`config.mk`:
```
export PLATFORM = sky130hd
export DESIGN_NAME = scan_cfg_ctrl
export DESIGN_NICKNAME = d
export VERILOG_FILES = /design/src/rtl/scan_pkg.sv /design/src/rtl/sync_edge.sv /design/src/rtl/scan_cfg_ctrl.sv
export SDC_FILE = /design/constraint.sdc
export NUM_CORES = 1
export LEC_CHECK = 0
export ABC_AREA = 1
export BUFFER_PORTS_ARGS = -buffer_cell sky130_fd_sc_hd__buf_2
export CELL_PAD_IN_SITES_DETAIL_PLACEMENT = 0
export CELL_PAD_IN_SITES_GLOBAL_PLACEMENT = 1
export CORE_ASPECT_RATIO = 0.9
export CORE_MARGIN = 2
export CORE_UTILIZATION = 35
export CTS_CLUSTER_DIAMETER = 30
export DETAILED_ROUTE_END_ITERATION = 16
export PLACE_DENSITY = 0.74
export SYNTH_ARGS = -nofsm -noshare
export SYNTH_HDL_FRONTEND = slang
export SYNTH_SLANG_ARGS = --single-unit
```
`constraint.sdc`:
```
create_clock -name clk_signal_ext -period 2.8 [get_ports clk_signal_ext]
set_input_delay 0.14 -clock clk_signal_ext [delete_from_list [all_inputs] [get_ports clk_signal_ext]]
set_output_delay 0.14 -clock clk_signal_ext [all_outputs]
set_load 0.02 [all_outputs]
```
`src/rtl/scan_pkg.sv`:
```
// rtl/scan_pkg.sv - shared defaults, mode encodings and clog2 helper for the scan config block
package scan_pkg;

  localparam int CHAIN_LEN_DEF    = 64;
  localparam int STAT_LEN_DEF     = 32;
  localparam int SYNC_STAGES_DEF  = 2;
  localparam int DIV_LOG2_MAX_DEF = 10;

  localparam logic MODE_WR = 1'b0;
  localparam logic MODE_RD = 1'b1;

  function automatic int clog2(input int value);
    int r = 0;
    while ((1 << r) < value) r++;
    return r;
  endfunction

endpackage

```
`src/rtl/sync_edge.sv`:
```
// rtl/sync_edge.sv - multi-flop pad synchronizer with rising-edge pulse
module sync_edge #(
  parameter int STAGES = 2
) (
  input  logic clk,
  input  logic rst_n,
  input  logic d,
  output logic q,
  output logic rise
);

  logic [STAGES-1:0] sr;
  logic              q_d;
  logic [STAGES:0]   armed;

  always_ff @(posedge clk or negedge rst_n) begin
    if (!rst_n) begin
      sr    <= '0;
      q_d   <= 1'b0;
      armed <= '0;
    end else begin
      sr    <= {sr[STAGES-2:0], d};
      q_d   <= sr[STAGES-1];
      armed <= {armed[STAGES-1:0], 1'b1};
    end
  end

  // Edges are suppressed until q_d holds a real post-reset sample, so a pad
  // already high at reset release never produces a pulse.
  assign q    = sr[STAGES-1];
  assign rise = q & ~q_d & armed[STAGES];

endmodule

```
`src/rtl/scan_cfg_ctrl.sv`:
```
// rtl/scan_cfg_ctrl.sv - scan shift chain with shadow config register, status readback and clock monitor
module scan_cfg_ctrl
  import scan_pkg::*;
#(
  parameter int CHAIN_LEN    = CHAIN_LEN_DEF,
  parameter int STAT_LEN     = STAT_LEN_DEF,
  parameter int SYNC_STAGES  = SYNC_STAGES_DEF,
  parameter int DIV_LOG2_MAX = DIV_LOG2_MAX_DEF,
  parameter logic [CHAIN_LEN-1:0] CFG_RESET = '0
) (
  input  logic                                 clk_signal_ext,
  input  logic                                 rst_n,
  input  logic                                 phi,
  input  logic                                 phib,
  input  logic                                 scan_i0o1,
  input  logic                                 load,
  input  logic                                 scan_in,
  input  logic [STAT_LEN-1:0]                  status_in,
  input  logic [clog2(DIV_LOG2_MAX+1)-1:0]     div_sel,
  output logic                                 scan_out,
  output logic [CHAIN_LEN-1:0]                 cfg_out,
  output logic                                 cfg_valid,
  output logic                                 phi_out,
  output logic                                 phib_out,
  output logic                                 scan_i0o1_out,
  output logic                                 load_out,
  output logic                                 clk_div_out,
  output logic                                 overlap_err
);

  localparam int DW = clog2(DIV_LOG2_MAX+1);
  localparam logic [DW-1:0] DMAX = DW'(DIV_LOG2_MAX);

  logic phi_s, phib_s, mode_s, load_s, scan_in_s;
  logic phi_rise, phib_rise, load_rise, mode_rise_unused, scan_in_rise_unused;

  sync_edge #(.STAGES(SYNC_STAGES)) u_sync_phi (
    .clk(clk_signal_ext), .rst_n(rst_n), .d(phi), .q(phi_s), .rise(phi_rise));
  sync_edge #(.STAGES(SYNC_STAGES)) u_sync_phib (
    .clk(clk_signal_ext), .rst_n(rst_n), .d(phib), .q(phib_s), .rise(phib_rise));
  sync_edge #(.STAGES(SYNC_STAGES)) u_sync_mode (
    .clk(clk_signal_ext), .rst_n(rst_n), .d(scan_i0o1), .q(mode_s), .rise(mode_rise_unused));
  sync_edge #(.STAGES(SYNC_STAGES)) u_sync_load (
    .clk(clk_signal_ext), .rst_n(rst_n), .d(load), .q(load_s), .rise(load_rise));
  sync_edge #(.STAGES(SYNC_STAGES)) u_sync_sin (
    .clk(clk_signal_ext), .rst_n(rst_n), .d(scan_in), .q(scan_in_s), .rise(scan_in_rise_unused));

  logic [CHAIN_LEN-1:0]    chain;
  logic                    m;
  logic [DIV_LOG2_MAX-1:0] cnt;
  logic [DW-1:0]           sel_c;
  logic                    div_bit;

  always_comb begin
    sel_c   = (div_sel > DMAX) ? DMAX : div_sel;
    div_bit = 1'b0;
    for (int i = 1; i <= DIV_LOG2_MAX; i++) begin
      if (sel_c == DW'(i)) div_bit = cnt[i-1];
    end
  end

  always_ff @(posedge clk_signal_ext or negedge rst_n) begin
    if (!rst_n) begin
      chain         <= '0;
      m             <= 1'b0;
      cfg_out       <= CFG_RESET;
      cfg_valid     <= 1'b0;
      overlap_err   <= 1'b0;
      phi_out       <= 1'b0;
      phib_out      <= 1'b0;
      scan_i0o1_out <= 1'b0;
      load_out      <= 1'b0;
      cnt           <= '0;
      clk_div_out   <= 1'b0;
    end else begin
      cfg_valid <= 1'b0;
      if (phi_rise) m <= scan_in_s;
      // Load wins over a coincident shift; the lost shift is flagged below.
      if (load_rise) begin
        if (mode_s == MODE_WR) begin
          cfg_out   <= chain;
          cfg_valid <= 1'b1;
        end else begin
          chain[STAT_LEN-1:0] <= status_in;
        end
      end else if (phib_rise) begin
        chain <= {chain[CHAIN_LEN-2:0], m};
      end
      if ((load_rise && phib_rise) || (phi_s && phib_s)) overlap_err <= 1'b1;
      phi_out       <= phi_s;
      phib_out      <= phib_s;
      scan_i0o1_out <= mode_s;
      load_out      <= load_s;
      cnt           <= cnt + 1'b1;
      clk_div_out   <= div_bit;
    end
  end

  assign scan_out = chain[CHAIN_LEN-1];

endmodule

```
# Word level (Yosys, flattened, before mapping)

Cells that the tools add are included.

Bits in registers: 165
Input bits: 43
Output and inout port bits: 72
Logic and storage cells: 67

$add $sub $neg: 1
Magnitude comparators: 1
Eq/ne operators: 11
Multiplexer cells: 16
Bitwise logic cells: 11
Reductions and logical operators: 7

Operators with widths:

| operator                                                        | number |
|---|---|
| 32-bit two-way mux                                              | 3 |
| 4-bit by 3-bit == test with 1-bit output, second input constant | 4 |
| 4-bit == test, second input constant                            | 3 |
| 1-bit two-way mux                                               | 12 |
| 10-bit by 1-bit adder with 10-bit output, second input constant | 1 |
| 4-bit by 2-bit == test with 1-bit output, second input constant | 2 |
| 1-bit AND                                                       | 6 |
| 2-bit AND reduction                                             | 3 |
| 1-bit NOT                                                       | 5 |
| 4-bit by 1-bit == test with 1-bit output, second input constant | 1 |
| 4-bit > comparator, second input constant                       | 1 |
| 4-bit two-way mux                                               | 1 |
| 1-bit logical AND                                               | 2 |
| 2-bit by 1-bit != test with 1-bit output, second input constant | 1 |
| 2-bit nonzero test                                              | 1 |
| 1-bit logical OR                                                | 1 |

# Depth between registers and ports, before layout

Depth in word-level cells: 13
Mapped depth: 9
Depth with buffers taken out: 7

# By module

Synthesis repeated with hierarchy kept, for this count alone.

Cells, all modules: 649
Area, all modules: 6641.4 um^2

By module, submodules not included:

| module        | times used | cells each | area each (um^2) | sequential area each (um^2) |
|---|---|---|---|---|
| scan_cfg_ctrl | 1          | 604        | 5821.8           | 3653.5 |
| sync_edge     | 5          | 9          | 163.9            | 150.1 |

# Worst setup path before layout

No wires, ideal clock.

Path kind: reg-to-reg
Start point: register load_out (netlist name)
End point: register cfg_out[27]
Library setup time: 130 ps
Data arrival time: 1472 ps
Data required time: 2670 ps
Slack: 1198 ps
Cell stages (with the launch flop): 9
Buffers on the path: 3
Clock period less this slack: 1602 ps
Cell sequence: dfrtp_1 > nor2_4 > inv_2 > or2_1 > buf_2 > buf_6 > buf_4 > nand2_1 > o21ai_1

RTL lines:

| item                 | RTL line            | RTL |
|---|---|---|
| to (signal assigned) | scan_cfg_ctrl.sv:81 | `cfg_out <= chain;` |
| to (decl)            | scan_cfg_ctrl.sv:21 | `output logic [CHAIN_LEN-1:0] cfg_out,` |

# Worst setup path in the final report

Start point: register u_sync_load.armed[2]
End point: register chain[13]

Longest elaborated chain between the ends: 3
Elaborated cells on any way between the ends: 5
Those cells by class: 1 x eq/ne; 1 x mux; 1 x bitwise; 2 x reduce/logical

Ends and longest elaborated chain:

| item                                                                                     | RTL line            | RTL |
|---|---|---|
| from (decl)                                                                              | sync_edge.sv:14     | `logic [STAGES:0] armed;` |
| from (signal assigned)                                                                   | sync_edge.sv:24     | `armed <= {armed[STAGES-1:0], 1'b1};` |
| 1-bit AND (*)                                                                            | sync_edge.sv:31     | `assign rise = q & ~q_d & armed[STAGES];` |
| 2-bit by 1-bit != test with 1-bit output (no line) or 2-bit nonzero test (tied branches) | n/a                 |  |
| 2-bit AND reduction (no line)                                                            | n/a                 |  |
| to (signal, indexed assignment)                                                          | scan_cfg_ctrl.sv:84 | `chain[STAT_LEN-1:0] <= status_in;` |
| to (signal assigned)                                                                     | scan_cfg_ctrl.sv:87 | `chain <= {chain[CHAIN_LEN-2:0], m};` |
| to (decl)                                                                                | scan_cfg_ctrl.sv:48 | `logic [CHAIN_LEN-1:0] chain;` |

Mark *: on every way between the ends. The rest lies on a longest branch, timed or not.
A chain may end at the register's enable or synchronous reset.

==> impl_metrics.tcl <==
set metrics [dict create \
    ys_ff_latch 159 \
    start_util_pct 35.6 \
    synthMostInstantiatedCell "nand2_1" \
    gr-total-overflow 0 \
    total_leakage_power_nw 3.86 \
    cts-root-buf "clkbuf_16" \
    worstSetupPathDepth 5 \
    routabilityCongestion 0.785 \
    synthesis.area_per_instance_sq_um 9.24 \
    critPathCaptureType "flip-flop" \
    drc_violations_left 0 \
    yosysTopAreaCell "dfrtp_1" \
    netlist.area_leader.share_pct 63.4 \
    synth_cells 679 \
    holdCritPathClass "in2reg" \
    cts.repair.resized 0 \
    maximum_buffer_depth_of_the_clock_tree 2 \
    fin_setup_tns_ns 0 \
    postRouteWirelength_um 13000 \
    antenna_found_initial 2 \
    stdcell_area_sq_um 7710 \
    ios 115 \
    drt-vias-per-instance 4.35 \
    number_of_enable_type_register_cells_in_the_synthesized_netlist 0 \
    globalRouteTotalUtil_pct 14.6 \
    yosys.cell_types.count 23 \
    synth_warnings 0 \
    critPathSlowestCell "nand2_2" \
    worstSetupStartpointType "flip-flop" \
    rsz_0062_raised_after_global_routing "false" \
    crit_path_arrival_time_ns 2.31 \
    ir_worst_vdd_mv 0.411 \
    total_number_of_vias 4550 \
    hpwlAfterDp_um 8570 \
    detail_route.iter0.violations 204 \
    final_layout_size_suffix_gt1_share_pct 20.9 \
    most_numerous_cell_types_in_the_synthesized_netlist "nand2_1, dfrtp_1, inv_1" \
    grt_pass1_vias 4334 \
    timing.max_cap.violations 0 \
    synth_ff_type "dfrtp_1" \
    grt_first_pass_wirelength_um 22000 \
    regToRegSetupSlack_ns 0.81 \
    nets 836 \
    grt_start_max_net_pins 78 \
    status "complete, no violations" \
    ys_async_sr_fraction_pct 100 \
    clk_pin_slew_worst_paths_ns 0.07 \
    reg2reg_to "chain[13]$_DFFE_PN0P_" \
    clkLatencyLatePin_ns 0.42 \
    die_area_sq_um 19000 \
    worst_clock_skew_ns 0.00859 \
    vertical_extent_of_the_die_um 131 \
    ys_seq_area_share_pct 63.4 \
    synth.area.top_cells "dfrtp_1, nand2_1, o21ai_0" \
    synthesis.nets 723 \
    rr_startpoint "u_sync_load.armed[2]$_DFF_PN0_" \
    maxSlewViolCount 0 \
    hold_violations 0 \
    port_buffers 114 \
    clkSinkCount 159 \
    syn_to_layout_area_delta_pct 22.9 \
    crit_path_cell_trace "nand2_1 -> nor2_4 -> nand2_1 -> nand2_2 -> o21ai_0" \
    antenna_left 0 \
    postPlaceCellArea_sq_um 7040 \
    post-route-period-util_pct 71.2 \
    max_freq_mhz 501 \
    timing.final.crit_period_ns 1.99 \
    routedWlPerCell_um 12.4 \
    critical_path.n_buffers_inverters 0 \
    core_sq_um 17600 \
    placement_rows 46 \
    cts_buffers 17 \
    worst-path-max-fanout 51 \
    setup_violations 0 \
    relSlewSlack_pct 42.0 \
    tightestPinTransition_ns 0.867 \
    cts_tree "yes" \
    power_density_nw_per_um2 766 \
    timing.critical_path.to "chain[13]$_DFFE_PN0P_" \
    number_of_levels_in_the_clock_h_tree 4 \
    criticalPathCategory "reg2reg" \
    worst_path_dominant_cell_family "simple AND/OR/NAND/NOR gates" \
    req_time_crit_path_ns 3.12 \
    post_synth_instance_area_sq_um 6270 \
    first_pass_iters 4 \
    source_of_the_critical_timing_path "u_sync_load.armed[2]$_DFF_PN0_" \
    cpMostUsedCell "nand2_1" \
    die_w_um 145 \
    r2r_cells 5 \
    max_stage_delay_ns 0.61 \
]
## metal layers
| layer | share of wire (%) | GRT usage, % | up-vias |
|---|---|---|---|
| li1 | - | - | 2355 |
| met1 | 51 | 21.1 | 2077 |
| met2 | 42 | 21.0 | 103 |
| met3 | 5.8 | 4.38 | 13 |
| met4 | 0.96 | 4.67 | 2 |
| met5 | 0.12 | 0 | - |
## registers in the layout, summed over array words and instances, names as in the netlist, 2 cells and up
name	cells
cnt	10
u_sync_load.armed	2
u_sync_sin.sr	2
u_sync_load.sr	2
u_sync_phi.sr	2
cfg_out	64
chain	64
u_sync_phib.sr	2
u_sync_mode.sr	2
## area by class of cell
type,count,area [sq um]
Antenna cell,1,2.50
Clock buffer,19,453
Clock inverter,13,129
Fill cell,1808,9900
Inverter,68,255
Multi-Input combinational cell,418,1860
Sequential cell,159,3980
Tap cell,240,300
Timing Repair Buffer,128,729
## metrics by stage
stage | std cells | hold WS, ns | power [W] | setup WS [ns] | util [%]
floorplan | 679 | -0.156 | 0.00333 | 1.20 | -
global placement | 1004 | 0.155 | 0.00368 | 0.808 | 39.9
detailed placement | 1004 | 0.155 | 0.00369 | 0.761 | 39.9
CTS | 1045 | 0.000272 | 0.00600 | 0.740 | 43.8
global route | 1046 | 0.0230 | 0.00624 | 0.516 | 43.8
finish | 1046 | 0.0137 | 0.00590 | 0.806 | 43.8
## worst reg2reg max path: stages (launching register included)
cell and delay [ns]:
dfrtp_1 0.39, nand2_1 0.11, nor2_4 0.05, nand2_1 0.34, nand2_2 0.61, o21ai_0 0.40
## cells in the final DEF, fill, tap and decap left out, types with 4 or more instances in the layout
cell type	n
clkbuf_16	17
nand3_1	24
inv_1	66
xor2_1	6
clkinvlp_4	4
dlygate4sd3_1	9
o21ai_0	65
dfrtp_1	159
o21ai_1	45
inv_6	4
o21ai_2	10
nand2_1	251
buf_2	113
## worst min-delay path by stage
stage / depth (start not counted) / end / startpoint
6_report: 5 / chain[10]$_DFFE_PN0P_ / status_in[10]
5_1_grt: 5 / chain[10]$_DFFE_PN0P_ / status_in[10]
4_1_cts: 5 / chain[10]$_DFFE_PN0P_ / status_in[10]
3_5_place_dp: 1 / cfg_out[40]$_DFFE_PN0P_ / rst_n
3_3_place_gp: 1 / cfg_out[39]$_DFFE_PN0P_ / rst_n
2_1_floorplan: 0 / cfg_out[0]$_DFFE_PN0P_ / rst_n
## timing repair
action	4_1_cts	5_1_grt
buffers inserted	0	0
hold buffers	9	0
endpoints found under the hold margin	65	0
## report_power, final
group | switching [W] | total (W) | internal (W)
registers | 0.000159 | 0.00275 | 0.00259
clock network | 0.000981 | 0.00227 | 0.00129
logic | 0.000575 | 0.000885 | 0.000310
total | 0.00171 | 0.00590 | 0.00419
## kinds of logic after synthesis
| logic type | share of synthesized area [%] |
|---|---|
| fa+ha+maj | 0.199 |
| flops | 63.4 |
| other cells | 0.0598 |
| xor+xnor | 0.838 |
| compound gates | 10.4 |
| simple gates | 17.9 |
| buf+inv | 6.98 |
| mux | 0.180 |
No activity file was read; power rests on OpenSTA's default activity.
